### config.mk
export PLATFORM = sky130hd
export DESIGN_NAME = if_id_buffer
export DESIGN_NICKNAME = d
export VERILOG_FILES = /design/src/rtl/if_id_buffer_pkg.sv /design/src/rtl/if_id_buffer_slot.sv /design/src/rtl/if_id_buffer.sv
export SDC_FILE = /design/constraint.sdc
export NUM_CORES = 1
export LEC_CHECK = 0
export CAP_MARGIN = 20
export CORE_UTILIZATION = 44
export CTS_CLUSTER_SIZE = 20
export DETAILED_ROUTE_END_ITERATION = 16
export GPL_ROUTABILITY_DRIVEN = 0
export PLACE_DENSITY = 0.86
export SYNTH_ARGS = -nofsm -noshare
export SYNTH_HDL_FRONTEND = slang
export SYNTH_SLANG_ARGS = --single-unit
### constraint.sdc
create_clock -name clock -period 5.76 [get_ports clock]
set_input_delay 0.864 -clock clock [delete_from_list [all_inputs] [get_ports clock]]
set_output_delay 0.864 -clock clock [all_outputs]
set_load 0.05 [all_outputs]
### src/rtl/if_id_buffer_pkg.sv
// rtl/if_id_buffer_pkg.sv - shared types and constants for the IF/ID buffer.
package if_id_buffer_pkg;

  localparam logic [31:0] NOP_INSTR_DEFAULT = 32'h0000_0013;

  typedef enum logic [1:0] {
    ST_EMPTY = 2'd0,
    ST_ONE   = 2'd1,
    ST_TWO   = 2'd2
  } buf_state_e;

  typedef struct packed {
    logic [31:0] pc;
    logic [31:0] instr;
  } ifid_entry_t;

endpackage

### src/rtl/if_id_buffer_slot.sv
// rtl/if_id_buffer_slot.sv - ifid_slot: one load-enabled entry register with async reset.
module ifid_slot
  import if_id_buffer_pkg::*;
#(
  parameter logic [31:0] RESET_INSTR = NOP_INSTR_DEFAULT
) (
  input  logic        clock,
  input  logic        reset,
  input  logic        load,
  input  ifid_entry_t data_in,
  output ifid_entry_t data_out
);

  ifid_entry_t data_q;
  ifid_entry_t data_d;

  always_comb begin
    data_d = data_q;
    if (load) data_d = data_in;
  end

  always_ff @(posedge clock or posedge reset) begin
    if (reset) begin
      data_q.pc    <= 32'h0;
      data_q.instr <= RESET_INSTR;
    end else begin
      data_q <= data_d;
    end
  end

  assign data_out = data_q;

endmodule

### src/rtl/if_id_buffer.sv
// rtl/if_id_buffer.sv - IF/ID pipeline buffer; IFID_SKID_EN selects 2-entry skid, else single entry.
module if_id_buffer
  import if_id_buffer_pkg::*;
#(
  parameter logic [31:0] NOP_INSTR = NOP_INSTR_DEFAULT
) (
  input  logic        clock,
  input  logic        reset,
  input  logic        flush,
  input  logic        fetch_valid,
  output logic        fetch_ready,
  input  logic [31:0] fetch_pc,
  input  logic [31:0] fetch_instr,
  output logic        dec_valid,
  input  logic        dec_ready,
  output logic [31:0] dec_pc,
  output logic [31:0] dec_instr,
  output logic [24:0] dec_imm_field,
  output logic [6:0]  dec_opcode
);

  buf_state_e  state_q;
  buf_state_e  state_d;
  ifid_entry_t fetch_entry;
  ifid_entry_t head_in;
  ifid_entry_t head;
  logic        head_load;
  logic        push;
  logic        pop;

  assign dec_valid   = (state_q != ST_EMPTY);
  assign fetch_entry = '{pc: fetch_pc, instr: fetch_instr};
  assign push        = fetch_valid & fetch_ready;
  assign pop         = dec_valid & dec_ready;

`ifdef IFID_SKID_EN
  ifid_entry_t tail;
  logic        tail_load;
  logic        head_from_tail;

  assign fetch_ready = (state_q != ST_TWO);
  assign head_in     = head_from_tail ? tail : fetch_entry;

  always_comb begin
    state_d        = state_q;
    head_load      = 1'b0;
    tail_load      = 1'b0;
    head_from_tail = 1'b0;
    if (flush) begin
      state_d = ST_EMPTY;
    end else begin
      case (state_q)
        ST_EMPTY: if (push) begin head_load = 1'b1; state_d = ST_ONE; end
        ST_ONE: begin
          // push+pop replaces the head in place; push alone parks in the tail
          if (push && pop)  head_load = 1'b1;
          else if (push)    begin tail_load = 1'b1; state_d = ST_TWO; end
          else if (pop)     state_d = ST_EMPTY;
        end
        ST_TWO: if (pop) begin head_load = 1'b1; head_from_tail = 1'b1; state_d = ST_ONE; end
        default: state_d = ST_EMPTY;
      endcase
    end
  end

  ifid_slot #(.RESET_INSTR(NOP_INSTR)) u_tail (
    .clock(clock), .reset(reset), .load(tail_load), .data_in(fetch_entry), .data_out(tail)
  );
`else
  assign fetch_ready = !dec_valid | dec_ready;
  assign head_in     = fetch_entry;

  always_comb begin
    state_d   = state_q;
    head_load = 1'b0;
    if (flush) begin
      state_d = ST_EMPTY;
    end else begin
      case (state_q)
        ST_EMPTY: if (push) begin head_load = 1'b1; state_d = ST_ONE; end
        ST_ONE: begin
          if (push)     head_load = 1'b1;
          else if (pop) state_d = ST_EMPTY;
        end
        default: state_d = ST_EMPTY;
      endcase
    end
  end
`endif

  ifid_slot #(.RESET_INSTR(NOP_INSTR)) u_head (
    .clock(clock), .reset(reset), .load(head_load), .data_in(head_in), .data_out(head)
  );

  always_ff @(posedge clock or posedge reset) begin
    if (reset) state_q <= ST_EMPTY;
    else        state_q <= state_d;
  end

  // stale slot contents are masked so an empty buffer always shows a NOP at pc 0
  assign dec_pc        = dec_valid ? head.pc    : 32'h0;
  assign dec_instr     = dec_valid ? head.instr : NOP_INSTR;
  assign dec_imm_field = dec_instr[31:7];
  assign dec_opcode    = dec_instr[6:0];

endmodule

==> reports/results.ini, run 1 <==
[synth]
synth.distinct_cells=14
synth_fp_nets=314
synthCells=245
synth_area_per_cell_um2=13.94
ys_warn_count=0
synth_area_um2=3416
synth-seq-area-share=0.4773
yosys_register_bits=65

[timing]
worstMarginPinSlew_ns=0.8054
fin_crit_ns=3.134
drv_slew=0
fin_tns_setup_ns=0
finalWorstSetupSlack_ns=2.626
setup_violations=0
skew_ns=0.009401
hold_viol=0
period_share=0.5441
relSlewSlack=0.4631
rsz0062_at_grt=no
fmax_ghz=0.3191

[route]
dr.pass1.iters=4
ant_nets=0
wl_per_cell_um=15.04
wl_um=7277
vias=2247
drt_iter0_drc=62
remaining_drc_errors=0
viasPerCell=4.643

[worst_setup_path]
end_kind=output pin
arrival_ns=2.27
startpoint_type=input pin
path_cells=clkdlybuf4s50_1 -> nor2b_4 -> inv_1 -> clkdlybuf4s50_1
cp_slowest_stage_delay_ns=0.78
crit_fanout=3
path_depth=4
cp_slowest_cell=clkdlybuf4s50_1
worst-setup-path-type=in2out
critical_path.top_delay_family=buffers and inverters
critical_path_required_ns=4.90
worst-path-buf-inv=3
rr_worst_depth=5
path_common_cell=clkdlybuf4s50_1

[clock_network]
clockBufferDepth=2
root_buffer=clkbuf_8
cts_tree=built
numClockSinks=65
clk_pin_slew_worst_paths_ns=0.06
cts_setup_buffers=0
clkLatencyLatePin_ns=0.32
cts_buffers=9
ctsHoldBuffers=0
htreeDepth=3
ctsResizeCount=0

[placed_design]
dp_hpwl_um=5158
place_ws_ns=2.628
io_buffers=166
place_inst=468
placed_area_um2=4840

[min_path]
hp-class=reg2reg
min_path_cells=1

[pwr]
p_leak_nw=2.157
finalPower_mw=1.498
ir_drop_uv=176.3
p_per_area_nw_per_um2=297.4

[floorplan]
dieArea_um2=8120
coreArea_um2=7370
boundaryPins=167
rows=31
die_w_um=90.11
initial_core_util=0.4635
die_y_um=90.11

[layout]
mostFrequentLayoutCells=166 x clkdlybuf4s50_1, 62 x dfrtp_1, 61 x and2_1
mostFrequentLayoutCell=clkdlybuf4s50_1
fin_area_um2=5039
drive_gt1_frac=0.2286
num_antenna_cells=0
final_cells=484
nets=449
syn_to_final_growth_pct=47.51

[global_route]
grt_max_degree=67
antenna_found_initial=0
grt_pass1_wl_um=12130
grt_overflow=0
grt_pass1_vias=2364
grt_usage=0.1889

[outcome]
outcome=complete, no violations

[job]
drv_cap=0

==> area by class of cell <==
class,instances,area (µm²)
tap,99,123.9
fill,543,2331
clock inverter,3,40.04
clock buffer,13,158.9
inverter,2,7.507
multi-input combinational,132,1386
sequential,65,1630
timing repair buffer,170,1692
==> through the flow <==
step | util | hold slack [ns]
after CTS | 0.6837 | 0.5021
after global routing | 0.6837 | 0.5124
final | 0.6837 | 0.5000
after detailed placement | 0.6567 | 0.4850
after floorplan | - | 0.4728
after global placement | 0.6567 | 0.4827
==> where the power goes <==
group          internal [mW]  total (mW)  switching [mW]  leakage (nW)
clock network          0.223       0.383           0.160         0.103
logic                  0.253       0.540           0.287          1.29
registers              0.536       0.575          0.0385         0.762
total                   1.01        1.50           0.486          2.16
==> worst paths after layout <==
| path | from | endpoint | slack, ns |
|---|---|---|---|
| hold reg to reg | u_head.data_out[16] | u_head.data_out[16] | 0.50 |
| min in group asynchronous | reset | u_head.data_out[3] | 1.10 |
| hold / removal | u_head.data_out[16] | u_head.data_out[16] | 0.50 |
| setup reg to reg | state_q[0] | u_head.data_out[47] | 3.65 |
| max in group asynchronous | reset | u_head.data_out[5] | 4.12 |
| setup / recovery | dec_ready | fetch_ready | 2.63 |
==> per-layer routing <==
layer,GRT usage,up-vias,share of wire
met2,0.3244,100,0.52
li1,-,1034,-
met3,0.04315,11,0.056
met4,0.06720,0,0.015
met5,0,-,0
met1,0.2323,1102,0.41
==> worst register-to-register path: stages (launching register included) <==
cell	delay (ns)
dfrtp_1	0.36
buf_4	0.29
nor2b_4	0.21
nor3b_4	0.18
buf_4	0.50
mux2_2	0.44
==> synth_stat cells <==
library cell / instances / area (µm²)
buf_6: 1 / 11.26
nor3b_2: 1 / 12.51
nor2b_4: 1 / 13.76
inv_1: 2 / 7.510
buf_4: 32 / 240.2
buf_12: 6 / 120.1
clkbuf_1: 7 / 26.28
dfrtp_1: 62 / 1551
nand2b_1: 3 / 18.77
mux2_2: 4 / 45.04
dfstp_2: 3 / 78.83
mux2_4: 60 / 900.9
nor2_1: 2 / 7.510
and2_1: 61 / 381.6
==> sequential cells by signal, indices dropped and copies added (netlist names) <==
register / count
state_q: 1
u_head.data_out: 64
==> logic make-up after synthesis <==
| logic type | share of synthesized area |
|---|---|
| buffers and inverters | 0.1187 |
| DFF | 0.4773 |
| muxes | 0.2769 |
| and+or+nand+nor | 0.1271 |
(Power assumes the default switching activity.)
==> run 2, diff against run 1 <==
- CORE_UTILIZATION: 44 -> 41
- PLACE_DENSITY: 0.86 -> 0.81
- clock period: 5.76 -> 3.15 ns (I/O delays scaled with it)
==> run 2 against run 1 <==
Compared with the run above:
- cell count rose by 1.0%
- sequential share of layout area rose by 1.3 points
- die area up 7.1%
- first-iteration DRC count decreased by 29%
- sequential power increased by 83%
- clock-buffer cell count did not move
- setup slack got worse by 2.0 ns
- register-to-register slack got worse by 2.5 ns
- combinational power up 78%
- non-clock buffer count rose by 2
- cell area down 4.0%
==> reports/results.ini, run 2 (same netlist as run 1, synthesis figures left out) <==
[clock_network]
clk_pin_slew_worst_paths_ns=0.06  ; about the same
ctsHoldBuffers=0  ; unchanged
cts_buffers=9  ; unchanged
clockBufferDepth=2  ; unchanged
cts_tree=built
cts_setup_buffers=0  ; unchanged
numClockSinks=65  ; unchanged
root_buffer=clkbuf_8
htreeDepth=3  ; unchanged
clkLatencyLatePin_ns=0.33  ; about the same
ctsResizeCount=0  ; unchanged

[timing]
drv_slew=0  ; unchanged
period_share=0.7914
fin_crit_ns=2.493
setup_violations=0  ; unchanged
relSlewSlack=0.6543  ; +0.1912
worstMarginPinSlew_ns=0.5185  ; -0.2868 ns
fmax_ghz=0.4012
hold_viol=0  ; unchanged
fin_tns_setup_ns=0  ; unchanged
rsz0062_at_grt=no
skew_ns=0.008523  ; -0.0008782 ns

[global_route]
grt_pass1_vias=2294  ; -3.0%
grt_pass1_wl_um=11410  ; -6.0%
grt_usage=0.1700  ; -0.01891
grt_overflow=0  ; unchanged
grt_max_degree=65  ; -3.0%
antenna_found_initial=0  ; unchanged

[worst_setup_path]
end_kind=output pin
arrival_ns=2.02  ; -0.25 ns
worstReg2RegStart=state_q[0]
startpoint=state_q[0]
worst-setup-path-type=reg2out
critical_path_required_ns=2.68  ; -2.22 ns
crit_fanout=15  ; +12
startpoint_type=flip-flop

[route]
drt_iter0_drc=44  ; -29%
remaining_drc_errors=0  ; unchanged
ant_nets=0  ; unchanged
wl_per_cell_um=14.60  ; -2.9%
vias=2230  ; -0.76%
wl_um=7139  ; -1.9%
viasPerCell=4.560  ; -1.8%
dr.pass1.iters=4  ; unchanged

[layout]
nets=451  ; +0.45%
largest_reg_flops=64  ; unchanged
mostFrequentLayoutCell=buf_4
nFillCells=652  ; +20%
drive_gt1_frac=0.4599  ; +0.2314
syn_to_final_growth_pct=41.61
num_antenna_cells=0  ; unchanged
mostFrequentLayoutCells=94 x buf_4, 77 x clkdlybuf4s50_1, 62 x dfrtp_1

[min_path]
holdCritStartpoint=u_head.data_out[53]
hp-class=reg2reg

[outcome]
outcome=complete, no violations

[floorplan]
die_w_um=93.28  ; +3.5%
dieArea_um2=8700  ; +7.1%
rows=32  ; +3.2%
die_y_um=93.28  ; +3.5%
coreArea_um2=7888  ; +7.0%
initial_core_util=0.4331  ; -0.03044
boundaryPins=167  ; unchanged

[placed_design]
dp_hpwl_um=5126  ; -0.62%
io_buffers=166  ; unchanged

[pwr]
p_leak_nw=2.320  ; +7.6%
ir_drop_uv=253.1  ; +44%
finalPower_mw=2.691  ; +80%
p_per_area_nw_per_um2=556.4  ; +87%

[job]
drv_cap=0  ; unchanged

## run 2: cell types whose count changed in the layout (fill, tap and decap cells not counted), sizes merged
| cell | delta |
|---|---|
| buf | +91 |
| clkdlybuf4s50 | -89 |
## run 2: layout make-up
| class | count | area (µm²) | share of cell area |
|---|---|---|---|
| Tap cell | 102 | 127.6 | 0.02638 |
| Timing Repair Buffer | 172 | 1496 | 0.3094 |
| Clock buffer | 13 | 148.9 | 0.03078 |
| Clock inverter | 3 | 40.04 | 0.008277 |
| Multi-Input combinational cell | 132 | 1386 | 0.2866 |
| Sequential cell | 65 | 1630 | 0.3370 |
| Inverter | 2 | 7.507 | 0.001552 |
## run 2: per-layer routing
layer | GRT usage | part of all wire | up-vias
met3 | 0.04390 | 0.075 | 7
met2 | 0.2855 | 0.49 | 108
met1 | 0.2117 | 0.42 | 1073
met5 | 0 | 0 | -
met4 | 0.05897 | 0.011 | 0
li1 | - | - | 1042
## run 2: final timing paths
path | end | slack (ns) | cells after the start
worst min-delay path | u_head.data_out[53] | 0.50 | 1
worst max register to register | u_head.data_out[45] | 1.16 | 4
max in group asynchronous | u_head.data_out[4] | 2.20 | 3
min in group asynchronous | u_head.data_out[21] | 0.55 | 3
worst min register to register | u_head.data_out[53] | 0.50 | 1
worst max-delay path | fetch_ready | 0.66 | 3
## run 2: power breakdown
| group | internal, mW | switching (mW) | leakage (nW) |
|---|---|---|---|
| clock | 0.386 | 0.290 | 0.0974 |
| sequential | 0.981 | 0.0738 | 0.762 |
| combinational | 0.435 | 0.526 | 1.46 |
| total | 1.80 | 0.890 | 2.32 |
## run 2: worst max-delay path, cell delays in order, from the launching register on
cell	delay [ns]
dfrtp_1	0.67
nor2b_4	0.29
inv_1	0.05
clkdlybuf4s50_1	0.69
## run 2: stage by stage
step,setup slack (ns),instance area (µm²),cells,util,hold WS (ns)
after CTS,0.6028,4837,489,0.6133,0.5057
after detailed placement,0.8025,4648,473,0.5893,0.4842
after global routing,0.5170,4837,489,0.6133,0.5225
after global placement,0.8062,4648,473,0.5893,0.4821
after floorplan,0.7728,3416,245,-,0.4728
final,0.6572,4837,489,0.6133,0.5023
